**src/rtl/st_unit_pkg.sv**
```systemverilog
// Shared definitions for the MEM-stage store path: store funct3 encodings,
// FSM state type, byte masks and small helpers for mask/split decoding.
package st_unit_pkg;

    localparam logic [2:0] F3_SB = 3'b000;
    localparam logic [2:0] F3_SH = 3'b001;
    localparam logic [2:0] F3_SW = 3'b010;

    localparam logic [3:0] MASK_B = 4'b0001;
    localparam logic [3:0] MASK_H = 4'b0011;
    localparam logic [3:0] MASK_W = 4'b1111;

    typedef enum logic [1:0] {
        ST_IDLE  = 2'd0,
        ST_BEAT0 = 2'd1,
        ST_BEAT1 = 2'd2
    } st_state_e;

    // An all-zero mask marks an illegal funct3.
    function automatic logic [3:0] st_mask(input logic [2:0] funct3);
        case (funct3)
            F3_SB:   return MASK_B;
            F3_SH:   return MASK_H;
            F3_SW:   return MASK_W;
            default: return 4'b0000;
        endcase
    endfunction

    function automatic logic st_split(input logic [3:0] mask, input logic [1:0] off);
        logic [7:0] wide;
        wide = {4'b0000, mask} << off;
        return |wide[7:4];
    endfunction

endpackage

```
**src/rtl/st_unit_if.sv**
```systemverilog
// Request (EX/MEM side) and data-memory write-beat signals of the store unit.
interface st_unit_if;

    logic        req_valid;
    logic        req_ready;
    logic [2:0]  req_funct3;
    logic [31:0] req_addr;
    logic [31:0] req_data;

    logic        dm_wvalid;
    logic        dm_wready;
    logic [31:0] dm_addr;
    logic [31:0] dm_wdata;
    logic [3:0]  dm_wstrb;

    logic        st_err;
    logic        busy;

    modport slave (
        input  req_valid, req_funct3, req_addr, req_data, dm_wready,
        output req_ready, dm_wvalid, dm_addr, dm_wdata, dm_wstrb, st_err, busy
    );

    modport master (
        output req_valid, req_funct3, req_addr, req_data, dm_wready,
        input  req_ready, dm_wvalid, dm_addr, dm_wdata, dm_wstrb, st_err, busy
    );

endinterface

```
**src/rtl/st_align.sv**
```systemverilog
// Lane alignment of a store: places right-justified data and its byte mask at
// the byte offset; beat selects the low word (first beat) or the spill word.
module st_align (
    input  logic [31:0] data,
    input  logic [1:0]  off,
    input  logic [3:0]  mask,
    input  logic        beat,
    output logic [31:0] wdata,
    output logic [3:0]  wstrb
);

    logic [63:0] wide_data;
    logic [7:0]  wide_strb;

    // The upper half of the 64-bit image is exactly the data >> 8*(4-off) spill.
    assign wide_data = {32'b0, data} << {off, 3'b000};
    assign wide_strb = {4'b0000, mask} << off;

    assign wdata = beat ? wide_data[63:32] : wide_data[31:0];
    assign wstrb = beat ? wide_strb[7:4]   : wide_strb[3:0];

endmodule

```
**src/rtl/st_unit.sv**
```systemverilog
// Store unit: accepts store requests and issues one or two word-aligned write
// beats with byte strobes; word-crossing stores split into two beats.
module st_unit
    import st_unit_pkg::*;
#(
    parameter bit ALLOW_SPLIT = 1'b1
) (
    input  logic       clk,
    input  logic       rst,
    st_unit_if.slave   bus
);

    st_state_e   state;
    st_state_e   state_next;
    logic        err_q;
    logic        err_next;

    logic [31:0] addr_q;
    logic [31:0] data_q;
    logic [3:0]  mask_q;
    logic        split_q;

    logic [3:0]  req_mask;
    logic        req_split;
    logic        req_ok;
    logic        last_beat;
    logic        ready;
    logic        accept;
    logic        beat_valid;
    logic [31:0] al_wdata;
    logic [3:0]  al_wstrb;

    assign req_mask  = st_mask(bus.req_funct3);
    assign req_split = st_split(req_mask, bus.req_addr[1:0]);
    assign req_ok    = (req_mask != 4'b0000) & (~req_split | ALLOW_SPLIT);

    assign last_beat = ((state == ST_BEAT0) & ~split_q) | (state == ST_BEAT1);
    assign ready     = (state == ST_IDLE) | (last_beat & bus.dm_wready);
    assign accept    = bus.req_valid & ready;

    always_ff @(posedge clk) begin
        if (rst) begin
            state <= ST_IDLE;
            err_q <= 1'b0;
        end else begin
            state <= state_next;
            err_q <= err_next;
        end
    end

    // NOTE: request registers carry no reset; every dm_* output is gated by
    // the state, so their contents are never visible outside a beat.
    always_ff @(posedge clk) begin
        if (accept) begin
            addr_q  <= bus.req_addr;
            data_q  <= bus.req_data;
            mask_q  <= req_mask;
            split_q <= req_split;
        end
    end

    // NOTE: every output of this block gets a default first so no path can
    // leave it unassigned and infer a latch.
    always_comb begin
        state_next = state;
        err_next   = 1'b0;
        case (state)
            ST_IDLE:  state_next = ST_IDLE;
            ST_BEAT0: if (bus.dm_wready) state_next = split_q ? ST_BEAT1 : ST_IDLE;
            ST_BEAT1: if (bus.dm_wready) state_next = ST_IDLE;
            default:  state_next = ST_IDLE;
        endcase
        // A request is only accepted once the current store has finished.
        if (accept) begin
            if (req_ok) begin
                state_next = ST_BEAT0;
            end else begin
                state_next = ST_IDLE;
                err_next   = 1'b1;
            end
        end
    end

    st_align u_align (
        .data  (data_q),
        .off   (addr_q[1:0]),
        .mask  (mask_q),
        .beat  (state == ST_BEAT1),
        .wdata (al_wdata),
        .wstrb (al_wstrb)
    );

    assign beat_valid    = (state != ST_IDLE);
    assign bus.req_ready = ready;
    assign bus.dm_wvalid = beat_valid;
    assign bus.dm_addr   = beat_valid
                         ? ({addr_q[31:2], 2'b00} + ((state == ST_BEAT1) ? 32'd4 : 32'd0))
                         : 32'd0;
    assign bus.dm_wdata  = beat_valid ? al_wdata : 32'd0;
    assign bus.dm_wstrb  = beat_valid ? al_wstrb : 4'b0000;
    assign bus.st_err    = err_q;
    assign bus.busy      = beat_valid;

endmodule

```
**src/flat_wrapper.sv**
```systemverilog
// flat-port wrapper written by rule: the top's interface ports become plain ports
module st_unit_flat import st_unit_pkg::*;
#(
    parameter bit ALLOW_SPLIT = 1'b1
)
  (clk, rst, bus_req_valid, bus_req_funct3, bus_req_addr, bus_req_data, bus_dm_wready, bus_req_ready, bus_dm_wvalid, bus_dm_addr, bus_dm_wdata, bus_dm_wstrb, bus_st_err, bus_busy);
  st_unit_if bus_i ();
  input  logic clk;
  input  logic rst;
  input wire logic [$bits(bus_i.req_valid)-1:0] bus_req_valid;
  input wire logic [$bits(bus_i.req_funct3)-1:0] bus_req_funct3;
  input wire logic [$bits(bus_i.req_addr)-1:0] bus_req_addr;
  input wire logic [$bits(bus_i.req_data)-1:0] bus_req_data;
  input wire logic [$bits(bus_i.dm_wready)-1:0] bus_dm_wready;
  output wire logic [$bits(bus_i.req_ready)-1:0] bus_req_ready;
  output wire logic [$bits(bus_i.dm_wvalid)-1:0] bus_dm_wvalid;
  output wire logic [$bits(bus_i.dm_addr)-1:0] bus_dm_addr;
  output wire logic [$bits(bus_i.dm_wdata)-1:0] bus_dm_wdata;
  output wire logic [$bits(bus_i.dm_wstrb)-1:0] bus_dm_wstrb;
  output wire logic [$bits(bus_i.st_err)-1:0] bus_st_err;
  output wire logic [$bits(bus_i.busy)-1:0] bus_busy;
  assign bus_i.req_valid = bus_req_valid;
  assign bus_i.req_funct3 = bus_req_funct3;
  assign bus_i.req_addr = bus_req_addr;
  assign bus_i.req_data = bus_req_data;
  assign bus_i.dm_wready = bus_dm_wready;
  assign bus_req_ready = bus_i.req_ready;
  assign bus_dm_wvalid = bus_i.dm_wvalid;
  assign bus_dm_addr = bus_i.dm_addr;
  assign bus_dm_wdata = bus_i.dm_wdata;
  assign bus_dm_wstrb = bus_i.dm_wstrb;
  assign bus_st_err = bus_i.st_err;
  assign bus_busy = bus_i.busy;
  st_unit #(.ALLOW_SPLIT(ALLOW_SPLIT)) u_core (.clk(clk), .rst(rst), .bus(bus_i));
endmodule
```
**config.mk**
```make
export PLATFORM = sky130hd
export DESIGN_NAME = st_unit_flat
export DESIGN_NICKNAME = d
export VERILOG_FILES = /design/src/rtl/st_unit_pkg.sv /design/src/rtl/st_unit_if.sv /design/src/rtl/st_align.sv /design/src/rtl/st_unit.sv /design/src/flat_wrapper.sv
export SDC_FILE = /design/constraint.sdc
export NUM_CORES = 1
export LEC_CHECK = 0
export CELL_PAD_IN_SITES_DETAIL_PLACEMENT = 1
export CELL_PAD_IN_SITES_GLOBAL_PLACEMENT = 1
export CORE_MARGIN = 5
export CORE_UTILIZATION = 37
export DETAILED_ROUTE_END_ITERATION = 12
export PLACE_DENSITY_LB_ADDON = 0.1
export SLEW_MARGIN = 20
export SYNTH_ARGS = -nofsm -noshare
export SYNTH_HDL_FRONTEND = slang
export SYNTH_SLANG_ARGS = --single-unit
```
**constraint.sdc**
```tcl
create_clock -name clk -period 5 [get_ports clk]
set_input_delay 0.75 -clock clk [delete_from_list [all_inputs] [get_ports clk]]
set_output_delay 0.75 -clock clk [all_outputs]
set_load 0.02 [all_outputs]
```
==> run_results.csv <==
group,metric,value,unit
yosys,synth_flop_cell,"edfxtp_1",
critical_path,worstSetupPathType,"reg -> out",
clocking,clk_pin_slew_worst_paths,0.08,ns
grt,grt_pass1_vias,3780,
finish,final_util,0.532,
route,drc,0,
yosys,synth_seq_cells,71,
route,ant_nets,0,
timing,min_period,4.16,ns
timing,setup_viol_count_final,0,
run_status,outcome,"complete, no violations",
critical_path,r2r-start,"u_core.split_q$_DFFE_PP_",
floorplan,rows,38,
finish,syn_to_final_growth,42.4,%
yosys,synth_edf_count,68,
critical_path,cp.arrival,3.41,ns
yosys,yosysWarnings,0,
route,viasPerCell,5.40,
timing,fmax,0.241,GHz
critical_path,endpoint_kind,"output pin",
yosys,synth_cell_type_count,50,
clocking,cts_setup_buffers,0,
grt,grt_use_total,0.198,
grt,antenna_found_initial,0,
placed_design,dp_hpwl,9.61,mm
critical_path,required,4.25,ns
finish,drive_above_1_share,0.0602,
clocking,cts_max_level,3,
pwr,power.leakage,1.96,nW
clocking,cts_resized,0,
critical_path,crit_start,"u_core.state[1]$_SDFFE_PP0P_",
floorplan,fp.dieH,114,microns
critical_path,reg2reg_to,"u_core.data_q[2]$_DFFE_PP_",
clocking,cts_made_buffers,9,
critical_path,cp-start-kind,"flip-flop",
route,vias,3534,
critical_path,crit_end,"bus_dm_addr[22]",
grt,grt_pass1_wl,19.7,mm
critical_path,reg2reg_slack,2.76,ns
yosys,ys_seq_area_frac,0.526,
timing,timing.setup.tns,0,ns
run,max_cap_violations,0,
clocking,cts.hold.buffers_added,0,
clocking,cts_tree,"built",
timing,tightest_slew,0.691,ns
grt,grt-ovfl-total,0,
yosys,syn_inst,373,
pwr,p_per_area,247,mW/mm^2
floorplan,coreArea,0.0107,sq mm
yosys,syn-cell-area,0.00399,sq mm
worst_hold_path,hp-start,"u_core.split_q$_DFFE_PP_",
timing,rsz0062_at_grt,"no",
critical_path,rr_worst_depth,5,
timing,final-max-slew-violation-count,0,
route,wl,12.7,mm
timing,slew-limit-headroom,0.538,
clocking,cts.sinks,71,
timing,hold_viol,0,
timing,clock_skew,0.00635,ns
worst_hold_path,hold_path.class,"reg -> reg",
pwr,peakVddDrop,0.195,mV
floorplan,ioPinCount,143,
route,wl_per_cell,19.4,microns
timing,timing.final.crit_share,0.831,
finish,nets,584,
clocking,clockRootBuffer,"clkbuf_8",
critical_path,crit_fanout,11,
clocking,clk_path_buf_depth,2,
yosys,syn_avg_cell_area,10.7,sq um
route,dr.pass1.iters,4,
floorplan,initial_utilization,0.373,
placed_design,gp_congestion,0.796,
clocking,worstSkewPairLatency,0.37,ns
placed_design,io_buffers,140,
route,drt_iter0_drc,185,
yosys,async_flop_share,0,
finish,antennaDiodeCount,0,
grt,grt_max_degree,29,
floorplan,die_w,114,microns
floorplan,fp.dieArea,0.0130,sq mm
## metal layers
layer	track usage	vias up	wire [microns]
li1	-	1695	-
met1	0.239	1728	5430
met2	0.339	100	6300
met3	0.0637	11	847
met4	0.0570	0	135
met5	0	-	0
## synth_stat cells (all sizes together) (5+ instances only)
| library cell | count | area [sq um] |
|---|---|---|
| or3 | 7 | 45.1 |
| nand2b | 6 | 37.5 |
| nor2 | 26 | 100 |
| buf | 10 | 67.6 |
| nand2 | 43 | 161 |
| inv | 8 | 30.0 |
| mux2i | 29 | 290 |
| o22ai | 9 | 56.3 |
| a22o | 12 | 105 |
| nor4 | 5 | 31.3 |
| o21ai | 18 | 90.1 |
| clkbuf | 11 | 41.3 |
| nor3 | 8 | 40.0 |
| nand3 | 12 | 60.1 |
| and3 | 8 | 50.1 |
| edfxtp | 68 | 2040 |
| or4 | 6 | 48.8 |
| a21oi | 18 | 90.1 |
| o31ai | 6 | 45.0 |
| and4 | 6 | 53.8 |
| xnor2 | 12 | 105 |
| nand4 | 8 | 65.1 |
## cell type report
type                            count  area (sq um)
Multi-Input combinational cell    273          1750
Tap cell                          140           175
Sequential cell                    71          2100
Clock inverter                      6          47.5
Fill cell                        1185          5010
Clock buffer                        9           124
Timing Repair Buffer              147          1450
Inverter                            9          33.8
## flip-flops by register name, indices dropped and copies added (netlist names)
register / cells
u_core.data_q: 32
u_core.state: 2
u_core.mask_q: 3
u_core.addr_q: 32
u_core.bus.st_err: 1
u_core.split_q: 1
## report_power, final
part | internal, W | switching, W | total (W)
sequential | 0.000696 | 0.0000386 | 0.000735
combinational | 0.000126 | 0.000123 | 0.000248
clock | 0.000179 | 0.000241 | 0.000420
## cells by family (layout without fill, tap and decap cells)
kind of cell               Yosys count  count (layout)  synth area share
and+or+nand+nor                    146             146             0.195
adders and majority gates            2               2           0.00626
buffers and inverters               30             171            0.0357
muxes                               29              29            0.0727
AOI/OAI and AO/OA                   79              79             0.130
xor gates and xnor gates            15              15            0.0329
DFF                                 71              71             0.526
other                                1               2          0.000939
## how the worst min path moves through the flow
stage,end,slack (ns),depth (start not counted)
after floorplan,u_core.state[1]$_SDFFE_PP0P_,0.59,3
after global placement,u_core.state[1]$_SDFFE_PP0P_,0.63,3
after detailed placement,u_core.state[1]$_SDFFE_PP0P_,0.66,3
after CTS,u_core.state[1]$_SDFFE_PP0P_,0.68,3
after global routing,u_core.state[1]$_SDFFE_PP0P_,0.72,3
final,u_core.state[1]$_SDFFE_PP0P_,0.66,3
## through the flow
step	hold WS [ns]	power (W)	instance area, sq um	std cells	setup WS (ns)
final	0.665	0.00140	5690	655	0.843
after global routing	0.721	0.00147	5690	655	0.472
after CTS	0.678	0.00143	5690	655	0.790
after detailed placement	0.659	0.000997	5520	640	1.22
after global placement	0.627	0.000987	5520	640	1.39
after floorplan	0.594	0.000861	4000	374	2.03
## critical path: stages, from the launching register on
cell             delay (ns)
dfxtp_1                0.45
nand2b_1               0.25
clkinv_1               0.27
ha_1                   0.30
and4_1                 0.27
nand4_1                0.31
or3_1                  0.41
a21oi_1                0.16
clkdlybuf4s50_1        0.62
## cells in the final DEF, fill, tap and decap left out, types with 12 or more instances in the layout
cell type          n
a21oi_1           18
a22o_1            12
clkdlybuf4s50_1  140
edfxtp_1          68
mux2i_1           29
nand2_1           43
nand3_1           12
nor2_1            25
o21ai_0           18
xnor2_1           12
No activity file was read; power rests on OpenSTA's default activity.
